File: config.mk
export PLATFORM = sky130hd
export DESIGN_NAME = if_stage_pc_unit_flat
export DESIGN_NICKNAME = d
export VERILOG_FILES = /design/src/rtl/if_stage_pc_unit_if.sv /design/src/rtl/if_stage_pc_unit.sv /design/src/flat_wrapper.sv
export SDC_FILE = /design/constraint.sdc
export NUM_CORES = 1
export LEC_CHECK = 0
export BUFFER_PORTS_ARGS = -buffer_cell sky130_fd_sc_hd__buf_2
export CAP_MARGIN = 10
export CORE_ASPECT_RATIO = 0.75
export CORE_MARGIN = 2
export CORE_UTILIZATION = 53
export DETAILED_ROUTE_END_ITERATION = 6
export PLACE_DENSITY_LB_ADDON = 0.2
export SLEW_MARGIN = 10
export SYNTH_ARGS = -nofsm -noshare
export SYNTH_HDL_FRONTEND = slang
export SYNTH_SLANG_ARGS = --single-unit
File: constraint.sdc
create_clock -name clk -period 6.05 [get_ports clk]
set_input_delay 0.3025 -clock clk [delete_from_list [all_inputs] [get_ports clk]]
set_output_delay 0.3025 -clock clk [all_outputs]
set_load 0.03 [all_outputs]
File: src/rtl/if_stage_pc_unit_if.sv
// if_stage_pc_unit_if: signal bundle between decode/hazard logic and the fetch PC unit
// master: decode/hazard side, drives stall, branch_taken/target, jump/jump_index and the imem read data instr
// slave : the fetch unit, drives pc, pc_plus4, pc_sel, the IF/ID register outputs and addr_error
interface if_stage_pc_unit_if #(parameter int N = 32);
  logic stall, branch_taken, jump, ifid_valid, addr_error;
  logic [N-1:0] branch_target, instr, pc, pc_plus4, ifid_pc, ifid_pc_plus4, ifid_instr;
  logic [25:0] jump_index;
  logic [1:0] pc_sel;
  modport master (
    output stall, branch_taken, branch_target, jump, jump_index, instr,
    input pc, pc_plus4, pc_sel, ifid_pc, ifid_pc_plus4, ifid_instr, ifid_valid, addr_error
  );
  modport slave (
    input stall, branch_taken, branch_target, jump, jump_index, instr,
    output pc, pc_plus4, pc_sel, ifid_pc, ifid_pc_plus4, ifid_instr, ifid_valid, addr_error
  );
endinterface

File: src/rtl/if_stage_pc_unit.sv
// if_stage_pc_unit: MIPS fetch stage owning the PC and the IF/ID pipeline register
// clk, reset (async, active-high); bus (slave): redirect/stall controls and instr in,
// pc/pc_plus4/pc_sel and the registered IF/ID fields plus sticky addr_error out
module if_stage_pc_unit #(
  parameter int N = 32,
  parameter logic [N-1:0] RESET_VECTOR = '0
) (
  input logic clk,
  input logic reset,
  if_stage_pc_unit_if.slave bus
);
  logic [N-1:0] jump_target, next_pc;
  logic bad_branch;
  assign bus.pc_plus4 = bus.pc + N'(4);
  // jump region comes from the jump instruction's own PC+4, which sits in IF/ID
  assign jump_target = {bus.ifid_pc_plus4[N-1:N-4], bus.jump_index, 2'b00};
  assign bus.pc_sel = bus.jump ? 2'd2 : bus.branch_taken ? 2'd1 : 2'd0;
  assign next_pc = bus.jump ? jump_target : bus.branch_target;
  assign bad_branch = bus.branch_taken & ~bus.jump & (|bus.branch_target[1:0]);
  always_ff @(posedge clk or posedge reset) begin
    if (reset) begin
      bus.pc <= RESET_VECTOR;
      bus.ifid_pc <= '0;
      bus.ifid_pc_plus4 <= '0;
      bus.ifid_instr <= '0;
      bus.ifid_valid <= 1'b0;
      bus.addr_error <= 1'b0;
    end else if (!bus.addr_error) begin
      if (bad_branch) begin
        bus.addr_error <= 1'b1;
        bus.ifid_valid <= 1'b0;
      end else if (bus.jump || bus.branch_taken) begin
        bus.pc <= next_pc;
        bus.ifid_pc <= '0;
        bus.ifid_pc_plus4 <= '0;
        bus.ifid_instr <= '0;
        bus.ifid_valid <= 1'b0;
      end else if (!bus.stall) begin
        bus.pc <= bus.pc_plus4;
        bus.ifid_pc <= bus.pc;
        bus.ifid_pc_plus4 <= bus.pc_plus4;
        bus.ifid_instr <= bus.instr;
        bus.ifid_valid <= 1'b1;
      end
    end
  end
endmodule

File: src/flat_wrapper.sv
// flat-port wrapper written by rule: the top's interface ports become plain ports
module if_stage_pc_unit_flat 
#(
  parameter int N = 32,
  parameter logic [N-1:0] RESET_VECTOR = '0
)
  (clk, reset, bus_stall, bus_branch_taken, bus_branch_target, bus_jump, bus_jump_index, bus_instr, bus_pc, bus_pc_plus4, bus_pc_sel, bus_ifid_pc, bus_ifid_pc_plus4, bus_ifid_instr, bus_ifid_valid, bus_addr_error);
  if_stage_pc_unit_if #(.N(N)) bus_i ();
  input logic clk;
  input logic reset;
  input wire logic [$bits(bus_i.stall)-1:0] bus_stall;
  input wire logic [$bits(bus_i.branch_taken)-1:0] bus_branch_taken;
  input wire logic [$bits(bus_i.branch_target)-1:0] bus_branch_target;
  input wire logic [$bits(bus_i.jump)-1:0] bus_jump;
  input wire logic [$bits(bus_i.jump_index)-1:0] bus_jump_index;
  input wire logic [$bits(bus_i.instr)-1:0] bus_instr;
  output wire logic [$bits(bus_i.pc)-1:0] bus_pc;
  output wire logic [$bits(bus_i.pc_plus4)-1:0] bus_pc_plus4;
  output wire logic [$bits(bus_i.pc_sel)-1:0] bus_pc_sel;
  output wire logic [$bits(bus_i.ifid_pc)-1:0] bus_ifid_pc;
  output wire logic [$bits(bus_i.ifid_pc_plus4)-1:0] bus_ifid_pc_plus4;
  output wire logic [$bits(bus_i.ifid_instr)-1:0] bus_ifid_instr;
  output wire logic [$bits(bus_i.ifid_valid)-1:0] bus_ifid_valid;
  output wire logic [$bits(bus_i.addr_error)-1:0] bus_addr_error;
  assign bus_i.stall = bus_stall;
  assign bus_i.branch_taken = bus_branch_taken;
  assign bus_i.branch_target = bus_branch_target;
  assign bus_i.jump = bus_jump;
  assign bus_i.jump_index = bus_jump_index;
  assign bus_i.instr = bus_instr;
  assign bus_pc = bus_i.pc;
  assign bus_pc_plus4 = bus_i.pc_plus4;
  assign bus_pc_sel = bus_i.pc_sel;
  assign bus_ifid_pc = bus_i.ifid_pc;
  assign bus_ifid_pc_plus4 = bus_i.ifid_pc_plus4;
  assign bus_ifid_instr = bus_i.ifid_instr;
  assign bus_ifid_valid = bus_i.ifid_valid;
  assign bus_addr_error = bus_i.addr_error;
  if_stage_pc_unit #(.N(N), .RESET_VECTOR(RESET_VECTOR)) u_core (.clk(clk), .reset(reset), .bus(bus_i));
endmodule
==> metrics.log <==
INFO  metric postLayoutSetupSlackWorst = 2950 ps
INFO  metric whs_path_depth = 3
INFO  metric min_path_type = in -> reg
INFO  metric yosys_warnings = 0
INFO  metric yosysUniqueCellTypes = 56
INFO  metric cts_root_buf = clkbuf_16
INFO  metric syn-instance-count = 670
INFO  metric multi_input_area = 2790 sq um
INFO  metric relSlewSlack = 32.7%
INFO  metric worst_setup_slack_post_dpl = 3340 ps
INFO  metric slew_viol_final = 0
INFO  metric worst-r2r-setup-slack = 3690 ps
INFO  metric layout-drive-gt1-share = a little over a third
INFO  metric fmax = 323 MHz
INFO  metric layout.filler_cells = 955
INFO  metric leakagePower = approximately 0.0045 uW
INFO  metric core_box_area = about 12000 sq um
INFO  metric dp_hpwl = 13600 microns
INFO  metric cp_data_required_time = about 5800 ps
INFO  metric worst-r2r-cell-count = 6
INFO  metric power.density_cell_area = 260 nW/um^2
INFO  metric drtAntennaViolNets = 0
INFO  metric setup.worst_path.end_class = output port
INFO  metric vias_in_the_first_global_route = 5880
INFO  metric tritoncts = built
INFO  metric floorplan.die_area = between 10000 and 15000 sq um
INFO  metric max_cap_violations = 0
INFO  metric grt_setup_unrepaired = false
INFO  metric insertedDiodeCount = 0
INFO  metric wire_per_inst = 18.6 microns
INFO  metric final_period_minus_worst_setup_slack = 3100 ps
INFO  metric r2r-end = u_core.bus.ifid_pc_plus4[24]
INFO  metric synth-async-reset-ratio = 100%
INFO  metric place.port_buffers = roughly 260
INFO  metric hold_viol = 0
INFO  metric via_per_inst = ~5.8
INFO  metric most_used_flip_flop_cell_after_synthesis = dfrtp_1
INFO  metric tritoncts_num_sinks = 128
INFO  metric met1Wirelength = approximately 7900 microns
INFO  metric synth_area_leaders = dfrtp_1 (50%), nand2_1 (8.0%), nand3_1 (4.2%)
INFO  metric grt_antenna_before_repair = 1
INFO  metric synthDominantCellAreaShare = between 50% and 60%
INFO  metric clk_transition_reported_paths = 60 ps
INFO  metric overflow = 0
INFO  metric route.final.wire_length = 19900 microns
INFO  metric drcViolationCount = 0
INFO  metric num_io_pins = 259
INFO  metric finalClockSkew = approximately 9.5 ps
INFO  metric grtUsageTotal = 30.9%
INFO  metric areaGrowthSynthToFinish = 30.3%
INFO  metric area.sequential = between 3000 and 4000 sq um
INFO  metric final.setup.tns = 0 ps
INFO  metric worst-endpoint-arrival = roughly 2800 ps
INFO  metric clock_path_buffers = 2
INFO  metric post_synth.cell_area_avg = around 9.5 sq um
INFO  metric power.ir.vdd_worst = 0.210 mV
INFO  metric clock_latency_of_the_later_clocked_register_in_the_worst_skew_pair = 420 ps
INFO  metric critical_path.startpoint_type = flip-flop
INFO  metric met2_wirelength = 9850 microns
INFO  metric post_synth_instance_area = 6360 sq um
INFO  metric ctsHtreeMaxLevel = 4
INFO  metric layout.nets = 990
INFO  metric synth.yosys.seq_area_share = 50.4%
INFO  metric timing.final.crit_share = 51.2%
INFO  metric global_route_wire_length_before_repair = 30700 microns
INFO  metric cts-buffers-inserted = 17
INFO  metric worst_max_slew_pin_slew = 1010 ps
INFO  metric cts_post_setup_buffers_inserted = 0
INFO  metric wl_met3 = 1830 microns
INFO  metric routabilityCongestion = just under 0.9
INFO  metric worst_hold_startpoint = bus_instr[12]
INFO  metric maximum_number_of_pins_on_one_net_before_global_route_repair = 79
INFO  metric detailroute.via_count = 6170
INFO  metric top_layer_used = met5
INFO  metric ys_ff_latch = 128
INFO  metric start_util = 54.6%
INFO  metric worstReg2RegStart = u_core.bus.pc[3]
INFO  metric yosys.area.top_type = dfrtp_1
INFO  metric crit_type = reg -> out
INFO  metric status = completed
INFO  metric postSynthNetCount = 766
INFO  metric die_width = 130 microns
INFO  metric placement_rows = 34
INFO  metric timing.critical_path.fanout_max = 9
INFO  metric synth_enable_flop_cells = 0
INFO  metric drt-initial-drc-count = between 500 and 600
INFO  metric first_pass_iters = 7
INFO  metric setup_violations = 0
INFO  metric die_height = 98.9 microns
INFO  metric hold_path_end = u_core.bus.ifid_instr[12]
-- cell families after synthesis --
family | after synthesis | share of synthesized area (%)
buffers and inverters | 74 | 6.06
muxes | 1 | 0.157
DFF | 128 | 50.4
xor gates and xnor gates | 28 | 4.09
adders and majority gates | 1 | 0.197
and+or+nand+nor | 269 | 20.7
AOI/OAI and AO/OA | 169 | 18.4
-- Yosys cell counts, drive strengths merged, types with 2 or more instances --
cell / number
o2bb2ai: 8
clkbuf: 23
nand2: 136
buf: 38
o31a: 6
a31o: 10
nor3b: 2
o31ai: 14
nand3: 53
nor2b: 2
nor4: 4
a311o: 2
a222oi: 9
nand4: 7
xor2: 12
a22o: 23
nor2: 25
a22oi: 8
and3: 12
inv: 13
dfrtp: 128
a21oi: 24
o22ai: 7
a221oi: 2
a21boi: 2
xnor2: 16
o21ai: 50
and4: 6
and2: 12
nor3: 7
-- sequential cells by signal, indices dropped and copies added, names as in the netlist --
signal	flops
u_core.bus.ifid_pc_plus4	32
u_core.bus.ifid_pc	30
u_core.bus.addr_error	1
u_core.bus.pc	32
u_core.bus.ifid_valid	1
u_core.bus.ifid_instr	32
-- area by class of cell --
cell class,count,share of cell area [%]
flip-flops and latches,128,38.7
multi-input cells,468,33.7
repair buffers,266,16.3
clock buffers,17,5.13
clock inverters,15,3.10
well taps,162,2.45
inverters,13,0.649
-- how the worst max path moves through the flow --
stage | from | endpoint | slack (ps) | cells past startpoint
4_1_cts | u_core.bus.pc[2] | bus_pc_plus4[24] | 2980 | 6
6_report | u_core.bus.pc[3] | bus_pc_plus4[24] | 2950 | 6
3_5_place_dp | bus_branch_taken | u_core.bus.pc[11] | 3340 | 7
3_3_place_gp | bus_branch_taken | u_core.bus.pc[11] | 3430 | 7
2_1_floorplan | reset | u_core.bus.addr_error | 2330 | 1
5_1_grt | u_core.bus.pc[2] | bus_pc_plus4[24] | 2730 | 6
-- report_power, final --
group | internal [uW] | switching, uW
Combinational | 37.3 | 65.8
Clock | 780 | 413
Sequential | 857 | 0.334
Total | 1670 | 479
-- layout by cell type, fill, tap and decap left out, types with 4 or more instances in the layout --
cell and count:
and2_1 11, inv_6 5, nand3_1 53, bufinv_16 6, o31a_1 5, a22oi_1 8, xnor2_1 16, o31ai_1 13
nor3_1 5, buf_4 7, a21oi_1 24, and3_1 9, nand4_1 4, clkbuf_16 17, nor2_1 22, a222oi_1 9
o22ai_1 7, nand2_1 136, o21ai_0 50, and4_1 5, xor2_1 10, a31o_2 8, a22o_1 23, inv_1 12
dfrtp_1 128, buf_2 258, o2bb2ai_1 8
-- worst max-delay path, stage by stage (launching register included) --
cell     delay [ps]
dfrtp_1         510
ha_1            320
nand4_1         240
nor2_2          430
nand4_1         230
xnor2_1         370
buf_2           280
-- layer usage --
| metal | GRT usage [%] | up-vias |
|---|---|---|
| met5 | 0 | - |
| met4 | 8.18 | 2 |
| met3 | 7.71 | 27 |
| met2 | 51.6 | 305 |
| met1 | 40.5 | 3000 |
| li1 | - | 2836 |
-- metrics by stage --
step	utilization, %	hold slack (ps)	power (uW)	cells	cell area (sq um)
after floorplan	-	435	925	670	6360
after CTS	71.1	94.1	2160	1069	8290
after global routing	71.1	104	2210	1069	8290
after detailed placement	65.1	372	975	1036	7590
after global placement	65.1	367	973	1036	7590
final	71.1	97.2	2150	1069	8290
-- what timing repair did --
action	4_1_cts	5_1_grt
resized for setup	0	0
hold buffers	1	0
endpoints found under the hold margin	50	0
(Power assumes the default switching activity.)
